`src/rtl/fetch_queue.sv`:
```
// fetch_queue -- instruction fetch queue between instruction memory and decode.
//
// Issues one read per cycle to a single-cycle-latency instruction memory while
// there is room for the returning word. Each returned word is buffered together
// with its byte address in a DEPTH-entry circular buffer. Decode pops the head.
// A redirect flushes the buffer, drops any response still in flight, and
// restarts fetching at redirect_pc.
//
// Ports:
//   clk          clock, all state updates on the rising edge
//   rst          asynchronous active-high reset
//   imem_req     read request to instruction memory this cycle
//   imem_addr    byte address of the request (the pc register)
//   imem_rdata   instruction word returned one cycle after an accepted request
//   redirect     flush and restart fetching at redirect_pc
//   redirect_pc  new fetch address, sampled when redirect=1
//   deq          decode consumes the head entry this cycle
//   valid_out    head entry is valid
//   inst_out     head instruction word
//   pc_out       byte address of the head instruction
//   count        number of occupied entries
module fetch_queue #(
  parameter int          DEPTH    = 4,
  parameter logic [31:0] RESET_PC = 32'h0000_0000
) (
  input  logic                     clk,
  input  logic                     rst,
  output logic                     imem_req,
  output logic [31:0]              imem_addr,
  input  logic [31:0]              imem_rdata,
  input  logic                     redirect,
  input  logic [31:0]              redirect_pc,
  input  logic                     deq,
  output logic                     valid_out,
  output logic [31:0]              inst_out,
  output logic [31:0]              pc_out,
  output logic [$clog2(DEPTH):0]   count
);

  localparam int PTR_W = $clog2(DEPTH);
  localparam int CNT_W = PTR_W + 1;
  localparam logic [CNT_W-1:0] FULL = CNT_W'(DEPTH);

  // DEPTH is a power of two, so the natural wrap of the pointer width
  // implements modulo-DEPTH advance.
  function automatic logic [PTR_W-1:0] ptr_inc(input logic [PTR_W-1:0] p);
    return p + 1'b1;
  endfunction

  logic [31:0]      pc;
  logic [PTR_W-1:0] head;
  logic [PTR_W-1:0] tail;
  logic             inflight;
  logic [31:0]      inflight_pc;
  logic [31:0]      mem_pc   [DEPTH];
  logic [31:0]      mem_inst [DEPTH];

  logic [CNT_W-1:0] occ;
  logic             enq;
  logic             deq_ok;

  // A slot is reserved for the word already in flight; a same-cycle deq
  // earns no credit so the request decision stays off the decode path.
  assign occ       = count + CNT_W'(inflight);
  assign imem_req  = !rst && !redirect && (occ < FULL);
  assign imem_addr = pc;

  // A response arriving in a redirect cycle belongs to the squashed stream.
  assign enq    = inflight && !redirect;
  assign deq_ok = deq && valid_out && !redirect;

  assign valid_out = (count != '0);
  assign inst_out  = mem_inst[head];
  assign pc_out    = mem_pc[head];

  // ---- request stage -> response stage boundary (control) ----
  always_ff @(posedge clk or posedge rst) begin
    if (rst) begin
      pc       <= RESET_PC;
      count    <= '0;
      head     <= '0;
      tail     <= '0;
      inflight <= 1'b0;
    end else if (redirect) begin
      pc       <= redirect_pc;
      count    <= '0;
      head     <= '0;
      tail     <= '0;
      inflight <= 1'b0;
    end else begin
      if (imem_req) pc <= pc + 32'd4;
      inflight <= imem_req;
      if (enq)    tail <= ptr_inc(tail);
      if (deq_ok) head <= ptr_inc(head);
      case ({enq, deq_ok})
        2'b10:   count <= count + 1'b1;
        2'b01:   count <= count - 1'b1;
        default: count <= count;
      endcase
    end
  end

  // ---- request stage -> response stage boundary (data, no reset) ----
  always_ff @(posedge clk) begin
    if (imem_req) inflight_pc <= pc;
    if (enq) begin
      mem_pc[tail]   <= inflight_pc;
      mem_inst[tail] <= imem_rdata;
    end
  end

endmodule

```
`config.mk`:
```
export PLATFORM = sky130hd
export DESIGN_NAME = fetch_queue
export DESIGN_NICKNAME = d
export VERILOG_FILES = /design/src/rtl/fetch_queue.sv
export SDC_FILE = /design/constraint.sdc
export NUM_CORES = 1
export LEC_CHECK = 0
export ABC_AREA = 1
export CORE_MARGIN = 1
export CORE_UTILIZATION = 47
export DETAILED_ROUTE_END_ITERATION = 10
export GPL_ROUTABILITY_DRIVEN = 1
export PLACE_DENSITY = 0.69
export RECOVER_POWER = 100
export SLEW_MARGIN = 20
export SYNTH_ARGS = -nofsm -noshare
export SYNTH_HDL_FRONTEND = slang
export SYNTH_SLANG_ARGS = --single-unit
```
`constraint.sdc`:
```
create_clock -name clk -period 9.3 [get_ports clk]
set_input_delay 1.86 -clock clk [delete_from_list [all_inputs] [get_ports clk]]
set_output_delay 1.86 -clock clk [all_outputs]
set_load 0.02 [all_outputs]
```
==> results of run 1 <==
[synth_stat cells]
| master | number |
|---|---|
| nor3_1 | 4 |
| ha_1 | 5 |
| xor2_1 | 9 |
| nor2_4 | 5 |
| nand2_1 | 181 |
| nand2_2 | 5 |
| nand4_1 | 1 |
| xnor2_1 | 3 |
| buf_6 | 2 |
| dfrtp_1 | 40 |
| o211ai_1 | 3 |
| nand3_2 | 1 |
| or2_2 | 1 |
| fa_1 | 1 |
| buf_2 | 17 |
| edfxtp_1 | 288 |
| buf_4 | 3 |
| o21bai_1 | 3 |
| a21oi_1 | 1 |
| clkbuf_1 | 27 |
| o21ai_0 | 134 |
| inv_2 | 5 |
| nor2_1 | 176 |
| nand3_1 | 35 |
| nand2_4 | 1 |
| inv_1 | 62 |
| clkinv_1 | 1 |
| nor2_2 | 4 |
| nor2_8 | 1 |
| o22ai_1 | 65 |
| clkbuf_2 | 2 |
| a21oi_2 | 1 |
| o21ai_1 | 16 |
[worst reg2reg max path, delay by kind of cell, from the launching register on]
family,cells,cell delay (ns)
buffers and inverters,2,2.40
DFF,1,0.45
and+or+nand+nor,5,0.85
[through the flow]
| step | instances | setup WS (ns) |
|---|---|---|
| floorplan | 1103 | 3.83 |
| global placement | 1609 | 3.81 |
| detailed placement | 1609 | 3.82 |
| CTS | 1669 | 3.80 |
| global route | 1669 | 2.44 |
| finish | 1669 | 2.61 |
[power by group through the flow]
stage / clock network (uW) / logic, uW / registers (uW)
3_3_place_gp: 0 / 449 / 1750
3_5_place_dp: 0 / 456 / 1750
2_1_floorplan: 0 / 234 / 1750
5_1_grt: 1350 / 465 / 1730
4_1_cts: 1290 / 458 / 1720
6_report: 1260 / 426 / 1720
[path summary, 6_finish.rpt]
| check | from | end | slack [ns] | cells past startpoint |
|---|---|---|---|---|
| max | redirect | imem_req | 2.61 | 6 |
| min | inflight_pc[22] | mem_pc[2][22] | 0.49 | 0 |
| max reg2reg | count[1] | imem_addr[4] | 5.53 | 7 |
| min reg2reg | inflight_pc[22] | mem_pc[2][22] | 0.49 | 0 |
| max in group asynchronous | rst | head[0] | 5.00 | 3 |
| min in group asynchronous | rst | inflight | 2.68 | 3 |
[sequential cells by signal (all words and copies together), names as in the netlist]
name	cells
inflight	1
mem_inst	128
count	3
head	2
tail	2
mem_pc	128
inflight_pc	32
imem_addr	32
[kinds of logic (layout without fill, tap and decap cells)]
logic type / Yosys count / in the layout / synth area share
XOR/XNOR: 12 / 12 / 0.00793
AND/OR/NAND/NOR: 415 / 415 / 0.128
buffers and inverters: 119 / 307 / 0.0375
flip-flops: 328 / 328 / 0.728
AO/OA/AOI/OAI: 223 / 223 / 0.0918
adder cells (fa/ha/maj): 6 / 6 / 0.00623
[cell usage in the layout (no fill, tap or decap), drive strengths merged]
master / n
bufinv: 1
or2: 1
clkinvlp: 1
xnor2: 3
nor2: 186
clkinv: 15
o21ai: 150
dlygate4sd3: 134
a21oi: 2
inv: 67
nor3: 4
o211ai: 3
dfrtp: 40
fa: 1
xor2: 9
clkbuf: 47
nand2: 187
nand3: 36
buf: 8
o21bai: 3
edfxtp: 288
o22ai: 65
nand4: 1
clkdlybuf4s50: 34
ha: 5
[area by class of cell]
type	count	area, um^2
fill	2336	11500
sequential	328	9650
tap	378	473
clock buffer	44	920
multi-input combinational	656	3130
clock inverter	16	108
inverter	68	256
timing repair buffer	179	1750
[metal layers]
metal,up-vias,global-route usage,share of wire
met4,0,0.0638,0.023
met2,271,0.337,0.49
met1,4050,0.260,0.43
met5,-,0,0
li1,4202,-,-
met3,45,0.0384,0.063
==> flow_summary.toml, run 1 <==
[outcome]
status = "finished, violations left"
violations = "capacitance limit, slew limit"

[route]
drc = 0
ant_nets = 0
drt_wl_total_um = 28600
dr.first_iter.drc_count = 686
num_vias = 8568
drt-wirelength-per-cell_um = 17.1
routed_via_density = 5.13
firstDrtPassIters = 5

[clocking]
clkLatencyLatePin_ns = 0.50
clkTransAtPathRegs_ns = 0.06
clockRootBuffer = "clkbuf_16"
postCtsHoldBufs = 0
cts.sinks = 328
cts_buffers = 34
post-cts-setup-buffer-count = 0
cts_resized = 0
cts_tree = "yes"
clockBufferDepth = 3
ctsHtreeMaxLevel = 2

[cells_and_area]
final_core_util = 0.586
final_net_count = 1341
final_area_um2 = 16300
syn_to_final_growth_pct = 22.9
drive_above_1_share = 0.0643
diodes = 0

[placed_design]
dpl_cell_area_um2 = 15300
port_buffers = 168
place_congestion = 0.841
dpl.hpwl_um = 16300

[sta]
max_freq_ghz = 0.150
post-route-period-util = 0.719
maxSlewViolCount = 188
rsz0062_at_grt = "no"
tns_ns = 0
clock_skew_ns = 0.00874
hold_viol_final = 0
setup_viol = 0
worstMarginPinSlew_ns = 3.19
whs_ns = 0.487
fin_crit_ns = 6.69
slew_headroom = -1.13

[flow_run]
maxCapViolations = 4

[pwr]
p_leak_uw = 0.00590
p_total_uw = 3400
p_seq_frac = 0.505
power_density_nw_per_um2 = 209
p_clk_frac = 0.370
switching_share = 0.250
p_sw_uw = 851
ir_drop_uv = 120
internal_power_uw = 2550
pwr-share-comb = 0.125

[worst_setup_path]
crit_fanout = 37
worst-endpoint-arrival_ns = 4.83
slowest_delay_ns = 1.25
end_kind = "output port"
critPathMostFrequentCell = "dlygate4sd3_1"
cp.required_ns = 7.44
crit_family = "buffers and inverters"
critPathBufInv = 4
path_cells = "dlygate4sd3_1 > clkbuf_1 > nor2_1 > nand3_1 > inv_1 > dlygate4sd3_1"
critPathSlowestCell = "clkbuf_1"
crit_type = "input pin to output port"
critPathLaunchType = "input pin"

[synth]
syn_nets = 1177
synth_seq_cells = 328
synth_area_um2 = 13300
synthCells = 1103
yosys.area.top_type_share = 0.653
synth.distinct_cells = 33
yosys.area.top_type = "edfxtp_1"
ys_warn_count = 0
ys_seq_area_frac = 0.728
syn-mean-instance-area_um2 = 12.0
yosys-top-cells-area = "edfxtp_1, dfrtp_1, nand2_1"

[grt]
grt_pass1_vias = 8398
grt_max_degree = 84
grt_overflow_total = 0
antenna_found_initial = 0
grt_pass1_wl_um = 44300
grt_use_total = 0.200

[floorplan]
dieArea_um2 = 28900
die_y_um = 170
start_util = 0.477
boundaryPins = 169
rows = 61
coreArea_um2 = 27800
die_width_um = 170

[worst_hold_path]
min_path_type = "flip-flop to flip-flop"
Note: power is estimated with default switching activity, not from simulation.
==> inputs of run 2 (changes only) <==
Settings changed: PLACE_DENSITY 0.69 to 0.72.
Clock period 9.3 ns to 5.9 ns, I/O delays scaled along.
==> flow_summary.toml, run 2 (synthesis results as in run 1) <==
[outcome]
status = "finished, violations left"
violations = "capacitance limit, slew limit"

[route]
num_vias = 8708
dr.first_iter.drc_count = 712
drt_wl_total_um = 28900
routed_via_density = 5.21
firstDrtPassIters = 6
ant_nets = 0
drt-wirelength-per-cell_um = 17.3
drc = 0

[floorplan]
coreArea_um2 = 27800
start_util = 0.477
rows = 61
boundaryPins = 169
dieArea_um2 = 28900
die_width_um = 170
die_y_um = 170

[pwr]
p_seq_frac = 0.489
p_leak_uw = 0.00594
p_sw_uw = 1360
switching_share = 0.244
p_clk_frac = 0.390
pwr-share-comb = 0.120
internal_power_uw = 4200
power_density_nw_per_um2 = 339
ir_drop_uv = 138
p_total_uw = 5550

[worst_setup_path]
critPathLaunchType = "flip-flop"
ff2ff_setup_slack_ns = 2.00
crit_type = "flip-flop to output port"
worst-endpoint-arrival_ns = 3.77
crit_fanout = 71
end_kind = "output port"
cp.required_ns = 4.72

[clocking]
cts_buffers = 34
clockBufferDepth = 3
cts_tree = "yes"
postCtsHoldBufs = 0
ctsHtreeMaxLevel = 2
clkTransAtPathRegs_ns = 0.06
cts.sinks = 328
post-cts-setup-buffer-count = 0
cts_resized = 0
clockRootBuffer = "clkbuf_16"
clkLatencyLatePin_ns = 0.50

[cells_and_area]
final_net_count = 1343
final_common_cell = "edfxtp_1"
syn_to_final_growth_pct = 23.7
reg_top3 = "mem_inst: 128 flops, mem_pc: 128 flops"
drive_above_1_share = 0.0658
fillers = 2257
final_cell_mix = "edfxtp_1, nand2_1, nor2_1"
diodes = 0

[grt]
grt_pass1_vias = 8502
antenna_found_initial = 0
grt_pass1_wl_um = 45200
grt_use_total = 0.204
grt_max_degree = 101
grt_overflow_total = 0

[placed_design]
dpl.hpwl_um = 17100
port_buffers = 168
place_congestion = 0.865

[sta]
maxSlewViolCount = 328
setup_viol = 0
rsz0062_at_grt = "no"
tns_ns = 0
post-route-period-util = 0.840
fin_crit_ns = 4.95
worstMarginPinSlew_ns = 3.20
max_freq_ghz = 0.202
slew_headroom = -1.14
hold_viol_final = 0
clock_skew_ns = 0.0124

[flow_run]
maxCapViolations = 6

[worst_hold_path]
min_path_type = "flip-flop to flip-flop"
-- run 2: cell types whose count changed in the layout (fill, tap and decap cells not counted), moves of 4 or more --
cell and delta:
clkbuf_2 +6, clkinv_2 -5, buf_4 -4, bufinv_16 +4
-- run 2: final timing paths --
path,start,endpoint,depth (start not counted)
min reg2reg,inflight_pc[27],mem_pc[1][27],0
min,inflight_pc[27],mem_pc[1][27],0
max reg2reg,inflight,mem_pc[2][22],3
max,head[0],pc_out[18],4
max in group asynchronous,rst,head[0],3
min in group asynchronous,rst,inflight,3
-- run 2: power by group through the flow --
stage                     logic [uW]  clock network (uW)  registers [uW]
final                            669                2170            2720
after floorplan                  368                   0            2750
after global placement           708                   0            2760
after CTS                        722                2210            2710
after detailed placement         718                   0            2760
after global routing             730                2300            2730
-- run 2: layout make-up --
cell class | count | area (um^2) | share of cell area
Sequential cell | 328 | 9650 | 0.589
Multi-Input combinational cell | 656 | 3120 | 0.190
Timing Repair Buffer | 181 | 1750 | 0.107
Tap cell | 378 | 473 | 0.0289
Inverter | 68 | 258 | 0.0157
Clock inverter | 16 | 215 | 0.0131
Clock buffer | 43 | 916 | 0.0559
-- run 2: metal layers --
| layer | vias up | GRT usage | wire length [um] |
|---|---|---|---|
| li1 | 4209 | - | - |
| met1 | 4142 | 0.271 | 12500 |
| met2 | 295 | 0.336 | 13700 |
| met3 | 62 | 0.0365 | 1770 |
| met4 | 0 | 0.0744 | 950 |
| met5 | - | 0 | 0 |
-- run 2: through the flow --
step | util | setup slack [ns] | cell area (um^2) | instances | hold WS (ns)
2_1_floorplan | - | 1.11 | 13300 | 1103 | 0.459
3_3_place_gp | 0.551 | 1.83 | 15300 | 1611 | 0.476
3_5_place_dp | 0.551 | 1.76 | 15300 | 1611 | 0.479
4_1_cts | 0.591 | 1.24 | 16400 | 1670 | 0.485
5_1_grt | 0.590 | 0.544 | 16400 | 1670 | 0.498
6_report | 0.590 | 0.946 | 16400 | 1670 | 0.485
-- run 2: critical path, stage by stage (launching register included) --
cell	delay [ns]
dfrtp_4	0.83
clkbuf_2	1.11
o21ai_0	0.23
o22ai_1	0.36
dlygate4sd3_1	0.73
